--- config.mk ---
export PLATFORM = sky130hd
export DESIGN_NAME = keylog_reader
export DESIGN_NICKNAME = d
export VERILOG_FILES = /design/src/rtl/keylog_reader.sv
export SDC_FILE = /design/constraint.sdc
export NUM_CORES = 1
export LEC_CHECK = 0
export ABC_AREA = 1
export CORE_ASPECT_RATIO = 0.75
export CORE_MARGIN = 2
export CORE_UTILIZATION = 54
export CTS_CLUSTER_DIAMETER = 80
export DETAILED_ROUTE_END_ITERATION = 12
export MAX_ROUTING_LAYER = met4
export PLACE_DENSITY = 0.72
export SLEW_MARGIN = 10
export SYNTH_ARGS = -nofsm -noshare
export SYNTH_HDL_FRONTEND = slang
export SYNTH_SLANG_ARGS = --single-unit
--- constraint.sdc ---
create_clock -name clk -period 2.25 [get_ports clk]
set_clock_uncertainty 0.2 [all_clocks]
set_input_delay 0.45 -clock clk [delete_from_list [all_inputs] [get_ports clk]]
set_output_delay 0.45 -clock clk [all_outputs]
set_load 0.005 [all_outputs]
--- src/rtl/keylog_reader.sv ---
// keylog_reader: read end of the key log.
// Keyboard-side strobes push key codes into a circular buffer; the CPU drains
// them oldest-first through a one-cycle request/valid read port. Occupancy,
// full/empty and a sticky overflow flag are exposed for status polling.
//
// Build option: define KEYLOG_OVERWRITE_EN so that a push into a full buffer
// with no same-cycle read replaces the oldest entry. Left undefined, that push
// is dropped. Overflow is flagged in both builds.
//
// Ports:
//   clk       system clock, all state changes on posedge
//   reset     synchronous active-high reset
//   wr_en     key strobe, one entry pushed per cycle high
//   wr_data   key code to push
//   rd_req    CPU read request, one entry popped per cycle high
//   clear     synchronous flush of buffer and overflow flag
//   rd_data   registered read data
//   rd_valid  one-cycle pulse, rd_data carries a popped entry
//   empty     count == 0 (combinational)
//   full      count == DEPTH (combinational)
//   count     entries stored, 0..DEPTH
//   overflow  sticky, at least one push lost an entry
module keylog_reader #(
    parameter int unsigned DEPTH_LOG2 = 4,
    parameter int unsigned WIDTH      = 8
) (
    input  logic                  clk,
    input  logic                  reset,
    input  logic                  wr_en,
    input  logic [WIDTH-1:0]      wr_data,
    input  logic                  rd_req,
    input  logic                  clear,
    output logic [WIDTH-1:0]      rd_data,
    output logic                  rd_valid,
    output logic                  empty,
    output logic                  full,
    output logic [DEPTH_LOG2:0]   count,
    output logic                  overflow
);

    localparam int unsigned DEPTH = 1 << DEPTH_LOG2;
    localparam int unsigned PW    = DEPTH_LOG2;
    localparam int unsigned CW    = DEPTH_LOG2 + 1;

    logic [WIDTH-1:0] mem [DEPTH];
    logic [PW-1:0]    wr_ptr;
    logic [PW-1:0]    rd_ptr;

    logic             do_rd;     // pop an entry this cycle
    logic             wr_ok;     // push that finds (or frees) a slot
    logic             wr_lost;   // push into a full buffer with no read
    logic             mem_we;    // memory write strobe
    logic             rd_adv;    // read pointer advances
    logic [CW-1:0]    count_nxt;

    assign empty = (count == CW'(0));
    assign full  = (count == CW'(DEPTH));

    // Read/write qualification; a read on a full buffer frees the slot for a
    // same-cycle write.
    always_comb begin
        do_rd     = rd_req && !empty;
        wr_ok     = wr_en && (!full || do_rd);
        wr_lost   = wr_en && full && !rd_req;
`ifdef KEYLOG_OVERWRITE_EN
        // Overwrite the oldest entry: wr_ptr == rd_ptr when full, both advance.
        mem_we    = wr_ok || wr_lost;
        rd_adv    = do_rd || wr_lost;
`else
        mem_we    = wr_ok;
        rd_adv    = do_rd;
`endif
        count_nxt = count;
        if (wr_ok && !do_rd) begin
            count_nxt = count + CW'(1);
        end else if (do_rd && !wr_ok) begin
            count_nxt = count - CW'(1);
        end
    end

    // Control state and registered read port.
    always_ff @(posedge clk) begin
        if (reset) begin
            wr_ptr   <= '0;
            rd_ptr   <= '0;
            count    <= '0;
            rd_data  <= '0;
            rd_valid <= 1'b0;
            overflow <= 1'b0;
        end else if (clear) begin
            // rd_data deliberately holds its last value across a flush.
            wr_ptr   <= '0;
            rd_ptr   <= '0;
            count    <= '0;
            rd_valid <= 1'b0;
            overflow <= 1'b0;
        end else begin
            rd_valid <= do_rd;
            if (do_rd) begin
                rd_data <= mem[rd_ptr];
            end
            if (mem_we) begin
                wr_ptr <= wr_ptr + PW'(1);
            end
            if (rd_adv) begin
                rd_ptr <= rd_ptr + PW'(1);
            end
            if (wr_lost) begin
                overflow <= 1'b1;
            end
            count <= count_nxt;
        end
    end

    // Storage array, not reset.
    always_ff @(posedge clk) begin
        if (!reset && !clear && mem_we) begin
            mem[wr_ptr] <= wr_data;
        end
    end

endmodule

==> results of run 1 <==
-- path summary, 6_finish.rpt --
kind | startpoint | to | slack [ns] | cells past startpoint
setup / recovery | count[3]$_SDFFE_PP0P_ | count[4]$_SDFFE_PP0P_ | 0.02 | 17
hold / removal | overflow$_SDFFE_PP0P_ | overflow$_SDFFE_PP0P_ | 0.27 | 2
setup reg to reg | count[3]$_SDFFE_PP0P_ | count[4]$_SDFFE_PP0P_ | 0.02 | 17
hold reg to reg | overflow$_SDFFE_PP0P_ | overflow$_SDFFE_PP0P_ | 0.27 | 2
-- worst max-delay path, cell delays in order (launching register included) --
cell	delay, ns
dfxtp_2	0.33
nor2_4	0.12
nand3_2	0.07
nor2_2	0.13
nand2_1	0.07
nand2_2	0.09
inv_4	0.04
ha_4	0.16
inv_4	0.06
buf_12	0.10
ha_4	0.20
a21oi_2	0.13
nor2_2	0.05
nor2_1	0.10
nand2_1	0.06
nand2_1	0.06
nand2_1	0.05
a21oi_1	0.12
-- layout by cell type, fill, tap and decap left out, drive strengths merged --
| cell | n |
|---|---|
| inv | 104 |
| edfxtp | 128 |
| nand3 | 97 |
| clkdlybuf4s50 | 27 |
| a31oi | 1 |
| xnor2 | 1 |
| o21bai | 1 |
| ha | 9 |
| nor2 | 26 |
| dfxtp | 23 |
| buf | 55 |
| o21ai | 7 |
| nand4 | 1 |
| nand2 | 221 |
| xor2 | 6 |
| a21oi | 21 |
| bufinv | 6 |
| clkbuf | 18 |
| clkinvlp | 1 |
| clkinv | 6 |
| dlygate4sd2 | 2 |
| fa | 1 |
-- where the power goes --
group          leakage [nW]  internal (mW)  switching, mW
clock network         0.330           2.12           1.14
logic                  1.79          0.405          0.547
registers              1.34           3.08         0.0274
-- layout make-up --
class	instances	area, sq um
Clock buffer	18	439.2
Clock inverter	14	244.0
Fill cell	899	3936
Inverter	103	391.6
Multi-Input combinational cell	392	1863
Sequential cell	151	4310
Tap cell	166	207.7
Timing Repair Buffer	84	738.2
-- state kept, by name, summed over array words and instances (netlist names) --
register	count
count	5
mem	128
overflow	1
rd_data	8
rd_ptr	4
rd_valid	1
wr_ptr	4
-- layer usage --
layer	GRT usage, %	vias to the layer above	part of all wire, %
met5	-	-	0
met4	9.615	0	1.9
met3	4.646	24	7.7
met2	38.10	206	46
met1	35.60	2257	45
li1	-	2330	-
-- through the flow --
stage	instance area [sq um]	total power, mW	setup WS, ns
3_5_place_dp	7455	4.064	-0.4008
4_1_cts	8165	7.318	0.0003495
5_1_grt	8194	7.561	-0.1303
2_1_floorplan	6673	3.655	-0.01263
6_report	8194	7.320	0.01701
3_3_place_gp	7455	4.040	-0.3593
-- timing repair --
item,CTS,global route
gates resized for setup,6,6
pin swaps,5,10
buffers inserted,1,0
setup endpoints to repair,4,3
-- cell families (layout without fill, tap and decap cells) --
group / count (synthesis) / in the layout / synth area share [%]
and+or+nand+nor: 345 / 345 / 21.84
DFF: 151 / 151 / 64.71
buffers and inverters: 131 / 219 / 8.220
AOI/OAI and AO/OA: 30 / 30 / 2.314
adders and majority gates: 10 / 10 / 1.994
xor gates and xnor gates: 7 / 7 / 0.9218
==> results.cfg, run 1 <==
[synthesis]
synth_seq_cells = 151
syn-num-nets = 697
synth_edf_count = 128
synth.most_common_cell = nand2_1
synth_common_cells = nand2_1 (214), edfxtp_1 (128), nand3_1 (97)
synth_cell_types = 24
synth_flop_cell = edfxtp_1
ys_top_cells_by_area = edfxtp_1 (58%), nand2_1 (12%), nand3_1 (7.3%), dfxtp_1 (6.9%), inv_1 (5.4%)
async_flop_share_pct = 0
syn_inst = 674
yosysTopAreaCellShare_pct = 57.79
syn_avg_cell_area_sq_um = 9.869
syn_area_sq_mm = 0.006651
yosysTopAreaCell = edfxtp_1
yosys_warnings = 0
seq_area_frac_synth_pct = 64.71

[global_routing]
grtUsageTotal_pct = 25.60
grt_pass1_vias = 4580
antenna_found_initial = 0
gr-total-overflow = 0
grt_max_degree = 67
grt_first_pass_wirelength_um = 24570

[final_layout]
final_core_util_pct = 67.55
diodes = 0
drive_above_1_share_pct = 14.70
syn_to_final_growth_pct = 23.19
stdcell_count = 928
nets = 772

[die]
dieWidth_um = 132.2
io_pins = 30
die_area_sq_mm = 0.01323
core_sq_mm = 0.01213
die_h_um = 100.1
rows = 35
start_util_pct = 54.83

[worst_setup_path]
crit_arrival_ns = 2.39
cp_max_fo = 4
endpoint_kind = flip-flop
required_ns = 2.40
setup.worst_path.class = reg -> reg
cp-start-kind = flip-flop

[detailed_routing]
wire_per_inst_um = 16.47
ant_nets = 0
vias_per_cell = 5.191
drt_first_pass_iters = 5
wl_um = 15290
drtIter0Drc = 586
vias = 4817
drc = 0

[timing]
grt_setup_unrepaired = yes
holdWs_ns = 0.2721
fmax_mhz = 447.8
fin_tns_setup_ns = 0
finalSetupViolCount = 0
hold_viol_final = 0
min_period_ns = 2.233
post-route-period-util_pct = 99.24
drv_slew = 0
relSlewSlack_pct = 54.28
worst_pin_slew_ns = 0.6837

[power]
power_density_mw_per_mm2 = 893.3
leakagePower_nw = 3.465
ir_drop_uv = 582.0

[cts]
hold_buffers = 0
htreeDepth = 4
cts_root_buf = clkbuf_16
cts-buffers-inserted = 17
clk_pin_slew_ns = 0.06
clock_path_buffers = 2
clock_latency_ns = 0.42
tritoncts = built
cts.sinks = 151

[placement]
placed_cells = 895
routabilityCongestion = 0.8318
dp_hpwl_um = 9772
io_buffers = 29

[flow_run]
cap_violations = 0

[worst_hold_path]
hp-class = reg -> reg

[run_status]
outcome = completed
Note: power is estimated with default switching activity, not from simulation.
==> run 2, diff against run 1 <==
--- a/config.mk
+++ b/config.mk
@@ -7,12 +7,11 @@
 export LEC_CHECK = 0
 export ABC_AREA = 1
 export CORE_ASPECT_RATIO = 0.75
-export CORE_MARGIN = 2
 export CORE_UTILIZATION = 54
 export CTS_CLUSTER_DIAMETER = 80
 export DETAILED_ROUTE_END_ITERATION = 12
 export MAX_ROUTING_LAYER = met4
-export PLACE_DENSITY = 0.72
+export PLACE_DENSITY = 0.85
 export SLEW_MARGIN = 10
 export SYNTH_ARGS = -nofsm -noshare
 export SYNTH_HDL_FRONTEND = slang
==> run 2 against run 1 <==
The run now ends with negative setup slack left. Flip-flop and latch count unchanged. Hold slack gained 0.022 ns. Wire length is 0.94% lower. Die area down 3.5%. Worst setup slack lost 0.093 ns. Count of clock-buffer cells in the layout up 10. Highest routed layer unchanged.
==> results.cfg, run 2 (synthesized netlist as in run 1, its figures left out) <==
[worst_setup_path]
cp-start-kind = flip-flop
endpoint_kind = flip-flop
crit_arrival_ns = 2.48
cp_max_fo = 3
setup.worst_path.class = reg -> reg
required_ns = 2.40

[timing]
drv_slew = 0
min_period_ns = 2.326
worst_pin_slew_ns = 0.6687
grt_setup_unrepaired = yes
relSlewSlack_pct = 55.28
fin_tns_setup_ns = -0.1073
hold_viol_final = 0
post-route-period-util_pct = 103.4
fmax_mhz = 429.9
layout_setup_ws_ns = -0.07627
holdWs_ns = 0.2940
finalSetupViolCount = 2

[die]
die_h_um = 98.12
io_pins = 30
rows = 34
core_sq_mm = 0.01178
start_util_pct = 56.45
die_area_sq_mm = 0.01277
dieWidth_um = 130.2

[detailed_routing]
wire_per_inst_um = 16.53
wl_um = 15140
drc = 0
vias_per_cell = 5.344
drtIter0Drc = 487
vias = 4895
ant_nets = 0
drt_first_pass_iters = 8

[cts]
cts.sinks = 151
cts-buffers-inserted = 17
hold_buffers = 0
clock_path_buffers = 2
cts_root_buf = clkbuf_16
clk_pin_slew_ns = 0.06
clock_latency_ns = 0.42
htreeDepth = 4
tritoncts = built

[flow_run]
cap_violations = 0

[power]
ir_drop_uv = 647.9
total_power_mw = 6.786
power_density_mw_per_mm2 = 847.1
leakagePower_nw = 3.375

[final_layout]
design_area_sq_mm = 0.008010
final_cell_mix = nand2_1 (214), edfxtp_1 (128), nand3_1 (96), inv_1 (93), buf_4 (44)
reg_top3 = mem: 128 flops, rd_data: 8 flops, count: 5 flops
top_register = mem
final_core_util_pct = 67.98
final_common_cell = nand2_1
largest_register_ffs = 128
syn_to_final_growth_pct = 20.43
diodes = 0
nets = 764
drive_above_1_share_pct = 13.53

[global_routing]
gr-total-overflow = 0
grt_first_pass_wirelength_um = 24590
grt_pass1_vias = 4848
grtUsageTotal_pct = 26.97
grt_max_degree = 35
antenna_found_initial = 0

[placement]
dpl-instance-area_sq_mm = 0.007347
routabilityCongestion = 0.8586
dp_hpwl_um = 9679
io_buffers = 29

[worst_hold_path]
hp-class = reg -> reg

[run_status]
violations = negative setup slack
outcome = complete, but fails checks
## run 2: cell count changes in the layout (fill, tap and decap cells not counted), moves of 2 or more
| cell | previous run | this run |
|---|---|---|
| buf_4 | 52 | 44 |
| clkbuf_8 | 1 | 3 |
| inv_6 | 4 | 0 |
| bufinv_16 | 6 | 2 |
| inv_1 | 95 | 93 |
| clkinv_2 | 0 | 2 |
| clkbuf_1 | 0 | 8 |
| inv_2 | 3 | 5 |
| a21oi_1 | 20 | 18 |
| clkinv_4 | 2 | 0 |
## run 2: routing by layer
layer	GRT usage (%)	routed length, um	up-vias
met5	-	0	-
met2	41.73	7301	259
met4	10.91	375	0
met3	6.795	1370	37
li1	-	-	2317
met1	33.94	6095	2282
## run 2: repair_timing
item	4_1_cts	5_1_grt
pin swaps	12	8
cloned	0	0
buffers inserted	3	2
endpoints found under the hold margin	0	0
setup endpoints to repair	5	4
gates resized for setup	12	9
## run 2: layout make-up
| type | count | area [sq um] |
|---|---|---|
| flip-flops and latches | 151 | 4310 |
| well taps | 162 | 202.7 |
| clock buffers | 28 | 496.7 |
| fillers | 831 | 3774 |
| inverters | 103 | 391.6 |
| multi-input cells | 392 | 1873 |
| clock inverters | 4 | 70.07 |
| repair buffers | 76 | 665.6 |
## run 2: report_power, final
part	internal [mW]	switching (mW)	leakage, nW
sequential	3.08	0.0335	1.34
clock	1.72	1.02	0.277
combinational	0.392	0.539	1.76
total	5.19	1.59	3.38
## run 2: path summary, 6_finish.rpt
check                         from  cells after the start  slack, ns                    end
max          count[3]$_SDFFE_PP0P_                     17      -0.08  count[4]$_SDFFE_PP0P_
min          overflow$_SDFFE_PP0P_                      2       0.29  overflow$_SDFFE_PP0P_
max reg2reg  count[3]$_SDFFE_PP0P_                     17      -0.08  count[4]$_SDFFE_PP0P_
min reg2reg  overflow$_SDFFE_PP0P_                      2       0.29  overflow$_SDFFE_PP0P_
## run 2: worst max-delay path, stage by stage, from the launching register on
cell     delay, ns
dfxtp_2       0.33
nor2_4        0.12
nand3_2       0.10
nor2_4        0.14
nand2_1       0.07
nand2_2       0.09
inv_4         0.05
ha_4          0.17
inv_4         0.06
buf_6         0.11
ha_1          0.25
inv_1         0.10
nor2_2        0.05
nor2_1        0.09
nand2_1       0.07
nand2_1       0.07
nand2_1       0.07
a21oi_2       0.12
## run 2: stage by stage
step                      instances  setup WS, ns
final                           916      -0.07627
after global routing            916       -0.1949
after CTS                       914      -0.02223
after detailed placement        879       -0.4517
after global placement          879       -0.3361
after floorplan                 674      -0.01263
==> run 3, diff against run 2 <==
--- a/config.mk
+++ b/config.mk
@@ -10,8 +10,10 @@
 export CORE_UTILIZATION = 54
 export CTS_CLUSTER_DIAMETER = 80
 export DETAILED_ROUTE_END_ITERATION = 12
+export GPL_TIMING_DRIVEN = 0
 export MAX_ROUTING_LAYER = met4
 export PLACE_DENSITY = 0.85
+export SKIP_LAST_GASP = 1
 export SLEW_MARGIN = 10
 export SYNTH_ARGS = -nofsm -noshare
 export SYNTH_HDL_FRONTEND = slang
==> run 3 against run 2 <==
The run still ends with negative setup slack left. Hold slack improved by 0.042 ns. Worst setup slack got worse by 0.073 ns. Clock power increased by 3%. Highest routed layer unchanged. Count of clock-buffer cells in the layout decreased by 10. Flip-flop and latch count unchanged. Non-clock buffer count decreased by 14. Largest cell class unchanged. Via count increased by 2.1%. Cell area decreased by 0.67%. Core utilization decreased by 0.46 points. Sequential power about the same.
==> results.cfg, run 3 (synthesized netlist as in run 1, its figures left out) <==
[run_status]
outcome = complete, but fails checks
violations = negative setup slack

[die]
die_area_sq_mm = 0.01277
dieWidth_um = 130.2
die_h_um = 98.12
rows = 34
io_pins = 30
core_sq_mm = 0.01178
start_util_pct = 56.45

[detailed_routing]
wire_per_inst_um = 19.81
drt_first_pass_iters = 5
vias_per_cell = 5.540
drc = 0
drtIter0Drc = 673
wl_um = 17870
ant_nets = 0
vias = 4997

[timing]
worst_pin_slew_ns = 0.9510
drv_slew = 0
min_period_ns = 2.400
hold_viol_final = 0
layout_setup_ws_ns = -0.1496
post-route-period-util_pct = 106.6
relSlewSlack_pct = 36.40
fmax_mhz = 416.7
fin_tns_setup_ns = -3.863
grt_setup_unrepaired = yes
holdWs_ns = 0.3358
finalSetupViolCount = 49

[flow_run]
cap_violations = 0

[global_routing]
antenna_found_initial = 0
grt_pass1_vias = 4776
grtUsageTotal_pct = 31.34
grt_first_pass_wirelength_um = 27430
grt_max_degree = 17
gr-total-overflow = 0

[power]
swShare_pct = 26.08
pwr-share-seq_pct = 45.5
comb_power_share_pct = 13.4
switching_power_mw = 1.790
leakagePower_nw = 3.274
power_density_mw_per_mm2 = 862.6
internal_power_mw = 5.073
power.clock.fraction_pct = 41.1
total_power_mw = 6.863
ir_drop_uv = 684.4

[worst_setup_path]
cpLargestDelayFamily = simple AND/OR/NAND/NOR gates
setup.worst_path.class = in -> reg
cp_max_fo = 10
critPathMaxStageDelay_ns = 0.55
cp-start-kind = input pin
worst-path-buf-inv = 2
endpoint_kind = flip-flop
required_ns = 2.11
crit_slowest_cell = nor2_2
regToRegEndpoint = count[4]$_SDFFE_PP0P_
reg2reg_from = count[3]$_SDFFE_PP0P_
r2r_cells = 14
crit_arrival_ns = 2.26
crit_chain = clkdlybuf4s50_1, nor2_1, buf_2, nand3_1, nor2_2
crit_cells = 5
reg2reg_slack_ns = -0.06

[final_layout]
drive_above_1_share_pct = 14.46
nets = 750
diodes = 0
syn_to_final_growth_pct = 19.62
final_cell_mix = nand2_1 (213), edfxtp_1 (128), nand3_1 (94), inv_1 (92), clkdlybuf4s50_1 (25)
largest_register_ffs = 128
final_core_util_pct = 67.52
layout.area.seq_sq_mm = 0.004317
reg_top3 = mem: 128 flops, rd_data: 8 flops, count: 5 flops
fillerInstances = 907
multi_input_area_sq_mm = 0.001963
final_common_cell = nand2_1
top_register = mem

[worst_hold_path]
hp-class = reg -> reg
worstHoldPathCells = 2
hold_path_end = count[4]$_SDFFE_PP0P_
hold_start = count[4]$_SDFFE_PP0P_

[cts]
cts.sinks = 151
clk_pin_slew_ns = 0.07
tritoncts = built
cts_root_buf = clkbuf_16
hold_buffers = 0
clock_path_buffers = 2
htreeDepth = 4
clock_latency_ns = 0.43
cts-buffers-inserted = 17

[placement]
routabilityCongestion = 0.9600
dp_hpwl_um = 11720
io_buffers = 28
==> run 3: changes by cell type in the layout (fill, tap and decap cells not counted), moves of 6 or more <==
cell / previous run / this run
inv_6: 0 / 6
buf_4: 44 / 13
buf_2: 0 / 17
nor2_1: 23 / 8
nor2_4: 2 / 12
==> run 3: tightest hold or removal path, cell delays in order (launching register included) <==
cell and delay [ns]:
dfxtp_1 0.36, nand2_1 0.08, a21oi_1 0.06
==> run 3: how the worst max path moves through the flow <==
stage | from | to | slack, ns
3_3_place_gp | rd_req | count[4]$_SDFFE_PP0P_ | -0.63
6_report | clear | mem[2][0]$_DFFE_PP_ | -0.15
3_5_place_dp | clear | mem[10][7]$_DFFE_PP_ | -0.74
2_1_floorplan | count[3]$_SDFFE_PP0P_ | count[3]$_SDFFE_PP0P_ | -0.01
4_1_cts | clear | mem[2][0]$_DFFE_PP_ | -0.22
5_1_grt | count[3]$_SDFFE_PP0P_ | count[4]$_SDFFE_PP0P_ | -0.20
==> run 3: timing repair <==
item | 4_1_cts | 5_1_grt
gates resized for setup | 25 | 25
setup buffers | 4 | 3
pin swaps | 3 | 3
endpoints found under the setup margin | 127 | 133
endpoints found under the hold margin | 0 | 0
==> run 3: per-layer routing <==
metal | track usage, % | part of all wire, % | vias up | wire [um]
li1 | - | - | 2289 | -
met1 | 44.83 | 43 | 2388 | 7621
met2 | 45.01 | 45 | 281 | 8102
met3 | 6.411 | 9.7 | 39 | 1728
met4 | 9.660 | 2.3 | 0 | 419
met5 | - | 0 | - | 0
==> run 3: through the flow <==
step	instances	setup WS [ns]	area, sq um
floorplan	674	-0.01263	6673
global placement	864	-0.6253	7156
detailed placement	864	-0.7377	7156
CTS	900	-0.2217	7834
global route	902	-0.2018	7956
finish	902	-0.1496	7956
==> run 3: power groups by stage <==
stage / combinational (mW) / clock, mW / sequential [mW]
CTS: 0.865 / 2.82 / 3.12
global route: 0.999 / 2.97 / 3.13
detailed placement: 0.817 / 0 / 3.18
global placement: 0.786 / 0 / 3.18
floorplan: 0.479 / 0 / 3.18
finish: 0.920 / 2.82 / 3.12
==> run 3: area by class of cell <==
type	count	area share (%)
Inverter	103	4.954
Tap cell	162	2.548
Clock inverter	14	1.871
Timing Repair Buffer	35	4.340
Sequential cell	151	54.25
Multi-Input combinational cell	392	24.67
Buffer	27	1.966
Clock buffer	18	5.394
